## config.mk

```make
export PLATFORM = sky130hd
export DESIGN_NAME = sdram_arbiter_flat
export DESIGN_NICKNAME = d
export VERILOG_FILES = /design/src/rtl/sdram_arbiter_if.sv /design/src/rtl/sdram_arbiter.sv /design/src/flat_wrapper.sv
export SDC_FILE = /design/constraint.sdc
export NUM_CORES = 1
export LEC_CHECK = 0
export ABC_AREA = 1
export CORE_MARGIN = 3
export CORE_UTILIZATION = 32
export DETAILED_ROUTE_END_ITERATION = 8
export GPL_ROUTABILITY_DRIVEN = 0
export GPL_TIMING_DRIVEN = 1
export MAX_ROUTING_LAYER = met4
export PLACE_DENSITY = 0.76
export SYNTH_ARGS = -nofsm -noshare
export SYNTH_HDL_FRONTEND = slang
export SYNTH_SLANG_ARGS = --single-unit
```

## constraint.sdc

```tcl
create_clock -name sys_clk -period 1.4 [get_ports sys_clk]
set_clock_uncertainty 0.05 [all_clocks]
set_input_delay 0.35 -clock sys_clk [delete_from_list [all_inputs] [get_ports sys_clk]]
set_output_delay 0.35 -clock sys_clk [all_outputs]
set_load 0.005 [all_outputs]
```

## src/rtl/sdram_arbiter_if.sv

```systemverilog
// Bus bundle between the SDRAM arbiter and its sequencers and pins.
// The master modport is the arbiter's view; slave is the sequencer/pin side.
interface sdram_arbiter_if #(
  parameter int ADDR_BITS = 12,
  parameter int BA_BITS   = 2
);
  logic                 init_done;
  logic [3:0]           init_cmd;
  logic [ADDR_BITS-1:0] init_addr;
  logic [BA_BITS-1:0]   init_ba;
  logic [3:0]           aref_cmd;
  logic [ADDR_BITS-1:0] aref_addr;
  logic [BA_BITS-1:0]   aref_ba;
  logic [3:0]           wr_cmd;
  logic [ADDR_BITS-1:0] wr_addr;
  logic [BA_BITS-1:0]   wr_ba;
  logic [3:0]           rd_cmd;
  logic [ADDR_BITS-1:0] rd_addr;
  logic [BA_BITS-1:0]   rd_ba;
  logic                 aref_done;
  logic                 wr_req;
  logic                 wr_done;
  logic                 rd_req;
  logic                 rd_done;
  logic                 aref_en;
  logic                 wr_en;
  logic                 rd_en;
  logic                 wr_break;
  logic                 rd_break;
  logic                 ref_overrun;
  logic [3:0]           sdram_cmd;
  logic [ADDR_BITS-1:0] sdram_addr;
  logic [BA_BITS-1:0]   sdram_ba;

  modport master (
    input  init_done,
    input  init_cmd, init_addr, init_ba,
    input  aref_cmd, aref_addr, aref_ba,
    input  wr_cmd, wr_addr, wr_ba,
    input  rd_cmd, rd_addr, rd_ba,
    input  aref_done, wr_req, wr_done, rd_req, rd_done,
    output aref_en, wr_en, rd_en, wr_break, rd_break, ref_overrun,
    output sdram_cmd, sdram_addr, sdram_ba
  );

  modport slave (
    output init_done,
    output init_cmd, init_addr, init_ba,
    output aref_cmd, aref_addr, aref_ba,
    output wr_cmd, wr_addr, wr_ba,
    output rd_cmd, rd_addr, rd_ba,
    output aref_done, wr_req, wr_done, rd_req, rd_done,
    input  aref_en, wr_en, rd_en, wr_break, rd_break, ref_overrun,
    input  sdram_cmd, sdram_addr, sdram_ba
  );
endinterface

```

## src/rtl/sdram_arbiter.sv

```systemverilog
// SDRAM bus arbiter: init/refresh/write/read ownership, refresh timer and command mux.
// Define ARB_ROUND_ROBIN_EN to alternate write/read when both request at once.
module sdram_arbiter #(
  parameter int REF_CYCLES = 1040,
  parameter int REF_WIDTH  = 11,
  parameter int ADDR_BITS  = 12,
  parameter int BA_BITS    = 2
) (
  input logic             sys_clk,
  input logic             sys_rst,
  sdram_arbiter_if.master bus
);

  typedef enum logic [2:0] {INIT, IDLE, AREF, WRITE, READ} state_t;

  localparam logic [REF_WIDTH-1:0] REF_LAST = REF_WIDTH'(REF_CYCLES - 1);
  localparam logic [3:0]           CMD_NOP  = 4'b0111;

  state_t               state;
  state_t               state_nxt;
  logic [REF_WIDTH-1:0] ref_cnt;
  logic                 ref_pend;
  logic                 ref_pend_nxt;
  logic                 ref_tc;
  logic                 aref_entry;
  logic                 pick_wr;
  logic                 pick_rd;
  logic                 aref_en;
  logic                 wr_en;
  logic                 rd_en;
  logic                 wr_break;
  logic                 rd_break;
  logic                 ref_overrun;

  // Timer is frozen at zero until initialization has finished.
  assign ref_tc = (state != INIT) && (ref_cnt == REF_LAST);

`ifdef ARB_ROUND_ROBIN_EN
  logic last_rw;  // 0: write granted last, 1: read granted last

  always_comb begin
    pick_wr = bus.wr_req && (!bus.rd_req || last_rw);
    pick_rd = bus.rd_req && (!bus.wr_req || !last_rw);
  end
`else
  always_comb begin
    pick_wr = bus.wr_req;
    pick_rd = bus.rd_req && !bus.wr_req;
  end
`endif

  always_comb begin
    state_nxt = state;
    unique case (state)
      INIT:  if (bus.init_done) state_nxt = IDLE;
      IDLE: begin
        if (ref_pend)     state_nxt = AREF;
        else if (pick_wr) state_nxt = WRITE;
        else if (pick_rd) state_nxt = READ;
      end
      AREF:  if (bus.aref_done) state_nxt = IDLE;
      WRITE: if (bus.wr_done)   state_nxt = IDLE;
      READ:  if (bus.rd_done)   state_nxt = IDLE;
      default: state_nxt = INIT;
    endcase
  end

  // A pending refresh is consumed when AREF is entered; otherwise expiry sets it.
  always_comb begin
    aref_entry   = (state != AREF) && (state_nxt == AREF);
    ref_pend_nxt = ref_pend;
    if (aref_entry)  ref_pend_nxt = 1'b0;
    else if (ref_tc) ref_pend_nxt = 1'b1;
  end

  always_ff @(posedge sys_clk or posedge sys_rst) begin
    if (sys_rst) begin
      state       <= INIT;
      ref_cnt     <= '0;
      ref_pend    <= 1'b0;
      ref_overrun <= 1'b0;
      aref_en     <= 1'b0;
      wr_en       <= 1'b0;
      rd_en       <= 1'b0;
      wr_break    <= 1'b0;
      rd_break    <= 1'b0;
`ifdef ARB_ROUND_ROBIN_EN
      last_rw     <= 1'b0;
`endif
    end else begin
      state    <= state_nxt;
      ref_pend <= ref_pend_nxt;
      if (state == INIT || ref_tc) ref_cnt <= '0;
      else                         ref_cnt <= ref_cnt + 1'b1;
      if (ref_tc && ref_pend && !aref_entry) ref_overrun <= 1'b1;
      // Grants and breaks are decoded from the next state so they align with it.
      aref_en  <= (state_nxt == AREF);
      wr_en    <= (state_nxt == WRITE);
      rd_en    <= (state_nxt == READ);
      wr_break <= (state_nxt == WRITE) && ref_pend_nxt;
      rd_break <= (state_nxt == READ) && ref_pend_nxt;
`ifdef ARB_ROUND_ROBIN_EN
      if (state == IDLE && state_nxt == WRITE) last_rw <= 1'b0;
      if (state == IDLE && state_nxt == READ)  last_rw <= 1'b1;
`endif
    end
  end

  always_comb begin
    bus.sdram_cmd  = CMD_NOP;
    bus.sdram_addr = '0;
    bus.sdram_ba   = '0;
    unique case (state)
      INIT: begin
        bus.sdram_cmd  = bus.init_cmd;
        bus.sdram_addr = bus.init_addr;
        bus.sdram_ba   = bus.init_ba;
      end
      AREF: begin
        bus.sdram_cmd  = bus.aref_cmd;
        bus.sdram_addr = bus.aref_addr;
        bus.sdram_ba   = bus.aref_ba;
      end
      WRITE: begin
        bus.sdram_cmd  = bus.wr_cmd;
        bus.sdram_addr = bus.wr_addr;
        bus.sdram_ba   = bus.wr_ba;
      end
      READ: begin
        bus.sdram_cmd  = bus.rd_cmd;
        bus.sdram_addr = bus.rd_addr;
        bus.sdram_ba   = bus.rd_ba;
      end
      default: begin
        bus.sdram_cmd  = CMD_NOP;
        bus.sdram_addr = '0;
        bus.sdram_ba   = '0;
      end
    endcase
  end

  assign bus.aref_en     = aref_en;
  assign bus.wr_en       = wr_en;
  assign bus.rd_en       = rd_en;
  assign bus.wr_break    = wr_break;
  assign bus.rd_break    = rd_break;
  assign bus.ref_overrun = ref_overrun;

endmodule

```

## src/flat_wrapper.sv

```systemverilog
// flat-port wrapper written by rule: the top's interface ports become plain ports
module sdram_arbiter_flat 
#(
  parameter int REF_CYCLES = 1040,
  parameter int REF_WIDTH  = 11,
  parameter int ADDR_BITS  = 12,
  parameter int BA_BITS    = 2
)
  (sys_clk, sys_rst, bus_init_done, bus_init_cmd, bus_init_addr, bus_init_ba, bus_aref_cmd, bus_aref_addr, bus_aref_ba, bus_wr_cmd, bus_wr_addr, bus_wr_ba, bus_rd_cmd, bus_rd_addr, bus_rd_ba, bus_aref_done, bus_wr_req, bus_wr_done, bus_rd_req, bus_rd_done, bus_aref_en, bus_wr_en, bus_rd_en, bus_wr_break, bus_rd_break, bus_ref_overrun, bus_sdram_cmd, bus_sdram_addr, bus_sdram_ba);
  sdram_arbiter_if #(.ADDR_BITS(ADDR_BITS), .BA_BITS(BA_BITS)) bus_i ();
  input logic sys_clk;
  input logic sys_rst;
  input wire logic [$bits(bus_i.init_done)-1:0] bus_init_done;
  input wire logic [$bits(bus_i.init_cmd)-1:0] bus_init_cmd;
  input wire logic [$bits(bus_i.init_addr)-1:0] bus_init_addr;
  input wire logic [$bits(bus_i.init_ba)-1:0] bus_init_ba;
  input wire logic [$bits(bus_i.aref_cmd)-1:0] bus_aref_cmd;
  input wire logic [$bits(bus_i.aref_addr)-1:0] bus_aref_addr;
  input wire logic [$bits(bus_i.aref_ba)-1:0] bus_aref_ba;
  input wire logic [$bits(bus_i.wr_cmd)-1:0] bus_wr_cmd;
  input wire logic [$bits(bus_i.wr_addr)-1:0] bus_wr_addr;
  input wire logic [$bits(bus_i.wr_ba)-1:0] bus_wr_ba;
  input wire logic [$bits(bus_i.rd_cmd)-1:0] bus_rd_cmd;
  input wire logic [$bits(bus_i.rd_addr)-1:0] bus_rd_addr;
  input wire logic [$bits(bus_i.rd_ba)-1:0] bus_rd_ba;
  input wire logic [$bits(bus_i.aref_done)-1:0] bus_aref_done;
  input wire logic [$bits(bus_i.wr_req)-1:0] bus_wr_req;
  input wire logic [$bits(bus_i.wr_done)-1:0] bus_wr_done;
  input wire logic [$bits(bus_i.rd_req)-1:0] bus_rd_req;
  input wire logic [$bits(bus_i.rd_done)-1:0] bus_rd_done;
  output wire logic [$bits(bus_i.aref_en)-1:0] bus_aref_en;
  output wire logic [$bits(bus_i.wr_en)-1:0] bus_wr_en;
  output wire logic [$bits(bus_i.rd_en)-1:0] bus_rd_en;
  output wire logic [$bits(bus_i.wr_break)-1:0] bus_wr_break;
  output wire logic [$bits(bus_i.rd_break)-1:0] bus_rd_break;
  output wire logic [$bits(bus_i.ref_overrun)-1:0] bus_ref_overrun;
  output wire logic [$bits(bus_i.sdram_cmd)-1:0] bus_sdram_cmd;
  output wire logic [$bits(bus_i.sdram_addr)-1:0] bus_sdram_addr;
  output wire logic [$bits(bus_i.sdram_ba)-1:0] bus_sdram_ba;
  assign bus_i.init_done = bus_init_done;
  assign bus_i.init_cmd = bus_init_cmd;
  assign bus_i.init_addr = bus_init_addr;
  assign bus_i.init_ba = bus_init_ba;
  assign bus_i.aref_cmd = bus_aref_cmd;
  assign bus_i.aref_addr = bus_aref_addr;
  assign bus_i.aref_ba = bus_aref_ba;
  assign bus_i.wr_cmd = bus_wr_cmd;
  assign bus_i.wr_addr = bus_wr_addr;
  assign bus_i.wr_ba = bus_wr_ba;
  assign bus_i.rd_cmd = bus_rd_cmd;
  assign bus_i.rd_addr = bus_rd_addr;
  assign bus_i.rd_ba = bus_rd_ba;
  assign bus_i.aref_done = bus_aref_done;
  assign bus_i.wr_req = bus_wr_req;
  assign bus_i.wr_done = bus_wr_done;
  assign bus_i.rd_req = bus_rd_req;
  assign bus_i.rd_done = bus_rd_done;
  assign bus_aref_en = bus_i.aref_en;
  assign bus_wr_en = bus_i.wr_en;
  assign bus_rd_en = bus_i.rd_en;
  assign bus_wr_break = bus_i.wr_break;
  assign bus_rd_break = bus_i.rd_break;
  assign bus_ref_overrun = bus_i.ref_overrun;
  assign bus_sdram_cmd = bus_i.sdram_cmd;
  assign bus_sdram_addr = bus_i.sdram_addr;
  assign bus_sdram_ba = bus_i.sdram_ba;
  sdram_arbiter #(.REF_CYCLES(REF_CYCLES), .REF_WIDTH(REF_WIDTH), .ADDR_BITS(ADDR_BITS), .BA_BITS(BA_BITS)) u_core (.sys_clk(sys_clk), .sys_rst(sys_rst), .bus(bus_i));
endmodule
```

==> flow_summary.ini, run 1 <==
[timing]
rsz0062_at_grt = true
setup_viol_count_final = 25
worstMarginPinSlew_ns = 0.366
fin_crit_sh = 1.37
fin_crit_ns = 1.91
setup_ws_ns = -0.513
slew_headroom = 0.754
whs_ns = 0.382
fmax_mhz = 523
hold_viol = 0
maxSlewViolCount = 0

[clocking]
cts.sinks = 21
clk_pin_slew_ns = 0.08
cts_buffers = 3
tritoncts = yes
h-tree-depth = 1
clockBufferDepth = 2
clk_latency_ns = 0.26
cts_root_buf = clkbuf_8
hold_buffers = 0

[global_route]
track_usage = 0.215
grt_pass1_vias = 2024
antenna_found_initial = 0
grt_pass1_wl_um = 9220
grt-ovfl-total = 0
grt_start_max_net_pins = 22

[floorplan]
row_count = 24
die_area_um2 = 5670
start_util = 0.341
core_area_um2 = 4500
die_w_um = 75.3
die_h_um = 75.3
io_pins = 104

[detailed_routing]
drt-total-wl_um = 6800
drc = 0
wl_per_cell_um = 15.8
dr.pass1.iters = 5
antenna_left = 0
drt_iter0_drc = 90
via_per_inst = 5.15
vias = 2211

[layout]
diodes = 0
syn2layout_area_growth_pct = 109
drive_gt1_frac = 0.326
regArea_um2 = 531
fin_nets = 459
multi_input_area_um2 = 1070
fillCellCount = 323
fin_area_um2 = 3210

[power]
p_per_area_nw_per_um2 = 1480
power.total_uw = 4740
peakVddDrop_mv = 1.08
leakage_uw = 0.00146

[placed_design]
dp_hpwl_um = 4410
io_buffers = 103
dpl_cell_area_um2 = 2790

[setup_path]
cp_max_fo = 3
r2r-end = u_core.bus.rd_break
regToRegSetupSlack_ns = -0.20
required_ns = 1.00
r2r_cells = 10
r2r_start = u_core.state[0]
crit_path_end_kind = primary output
cp.arrival_ns = 1.51
critPathLaunchType = register
worstSetupPathType = register to primary output

[yosys]
netlist_instances = 235
ys_ff_latch = 21
ys.warnings.count = 0
ys_seq_area_frac = 0.342
syn_nets = 316
synthDistinctLibCells = 23
postSynthAreaPerCell_um2 = 6.54
synthesis.area_um2 = 1540

[flow_run]
max-cap-violations = 0

[run_status]
violations = setup timing
outcome = finished with violations

[min_path]
worstHoldPathType = input pin to asynchronous set/reset pin
-- worst max-delay path, cell delays in order, from the launching register on --
cell,delay [ns]
dfrtp_2,0.45
nor2_4,0.14
nand2_2,0.06
inv_2,0.07
buf_6,0.10
buf_6,0.11
nand2_2,0.07
nand2_2,0.06
a21oi_2,0.03
nand3_2,0.06
buf_2,0.11
-- how the worst max path moves through the flow --
stage	start	endpoint	slack, ns	cells after the start
final	u_core.state[0]	bus_sdram_cmd[2]	-0.51	10
after global routing	u_core.state[0]	bus_sdram_cmd[2]	-0.58	10
after CTS	u_core.state[1]	bus_sdram_cmd[2]	-0.49	10
after detailed placement	u_core.state[0]	bus_sdram_addr[6]	-0.56	7
after global placement	u_core.state[0]	bus_sdram_addr[2]	-0.55	7
after floorplan	u_core.state[0]	bus_sdram_addr[0]	-0.04	6
-- cells in the mapped netlist, drive strengths merged --
| cell type | instances | area (um^2) |
|---|---|---|
| nor2 | 19 | 88.8 |
| o21ai | 2 | 10.0 |
| a21oi | 8 | 40.0 |
| nand4 | 21 | 138 |
| nor3b | 1 | 7.51 |
| xnor2 | 1 | 8.76 |
| or2 | 2 | 12.5 |
| dfrtp | 21 | 526 |
| nor4 | 2 | 12.5 |
| nand2 | 84 | 330 |
| buf | 8 | 47.5 |
| nand3 | 30 | 150 |
| ha | 1 | 12.5 |
| xor2 | 1 | 8.76 |
| inv | 25 | 93.8 |
| nor3 | 9 | 50.1 |
-- per-layer routing --
metal,up-vias,global-route usage,share of wire
met4,0,0.0447,0.018
li1,1066,-,-
met5,-,-,0
met2,109,0.394,0.51
met3,14,0.0422,0.096
met1,1022,0.242,0.37
-- layout make-up --
| cell class | instances | area share |
|---|---|---|
| tap | 52 | 0.0203 |
| sequential | 21 | 0.165 |
| clock inverter | 1 | 0.00156 |
| timing repair buffer | 144 | 0.431 |
| clock buffer | 3 | 0.0129 |
| inverter | 25 | 0.0339 |
| timing repair inverter | 1 | 0.00195 |
| multi-input combinational | 182 | 0.333 |
-- registers in the layout, summed over array words and instances (netlist names) --
register / flops
u_core.bus.ref_overrun: 1
u_core.bus.wr_en: 1
u_core.bus.wr_break: 1
u_core.bus.rd_break: 1
u_core.bus.aref_en: 1
u_core.state: 3
u_core.ref_cnt: 11
u_core.ref_pend: 1
u_core.bus.rd_en: 1
-- cells by family (layout without fill, tap and decap cells) --
group / after synthesis / in the layout / synth area share
and+or+nand+nor: 168 / 169 / 0.514
buffers and inverters: 33 / 174 / 0.0920
DFF: 21 / 21 / 0.342
AOI/OAI and AO/OA: 10 / 10 / 0.0326
xor gates and xnor gates: 2 / 2 / 0.0114
adders and majority gates: 1 / 1 / 0.00814
-- through the flow --
step / setup TNS, ns / std cells / utilization / setup slack [ns]
final: -9.12 / 429 / 0.712 / -0.513
after global routing: -11.02 / 429 / 0.712 / -0.584
after CTS: -8.42 / 424 / 0.682 / -0.488
after detailed placement: -11.69 / 402 / 0.620 / -0.557
after global placement: -11.24 / 402 / 0.620 / -0.551
after floorplan: -0.394 / 235 / - / -0.0388
-- power by group --
group          switching [uW]  internal (uW)
logic                    1730           1790
registers                 103            718
clock network             195            198
-- what timing repair did --
item	4_1_cts	5_1_grt
pin swaps	20	11
gates cloned	4	1
buffers inserted	15	5
endpoints found under the setup margin	32	37
gates resized for setup	122	28
-- cells in the final DEF (no fill, tap or decap), drive strengths merged --
master,instances
inv,26
xor2,1
o21ai,2
dfrtp,21
a21oi,8
nor4,2
clkbuf,3
clkdlybuf4s50,79
dlygate4sd2,6
nand4,21
buf,59
nand3,30
nand2,85
clkinv,1
nor3,9
nor3b,1
ha,1
or2,2
xnor2,1
nor2,19
Power figures use the tool's default switching activity.
==> run 2, diff against run 1 <==
- ABC_CLOCK_PERIOD_IN_PS: unset -> 1400
- CAP_MARGIN: unset -> 10
==> results of run 2 <==
Final layout, timing and power as in run 1 (identical DEF).
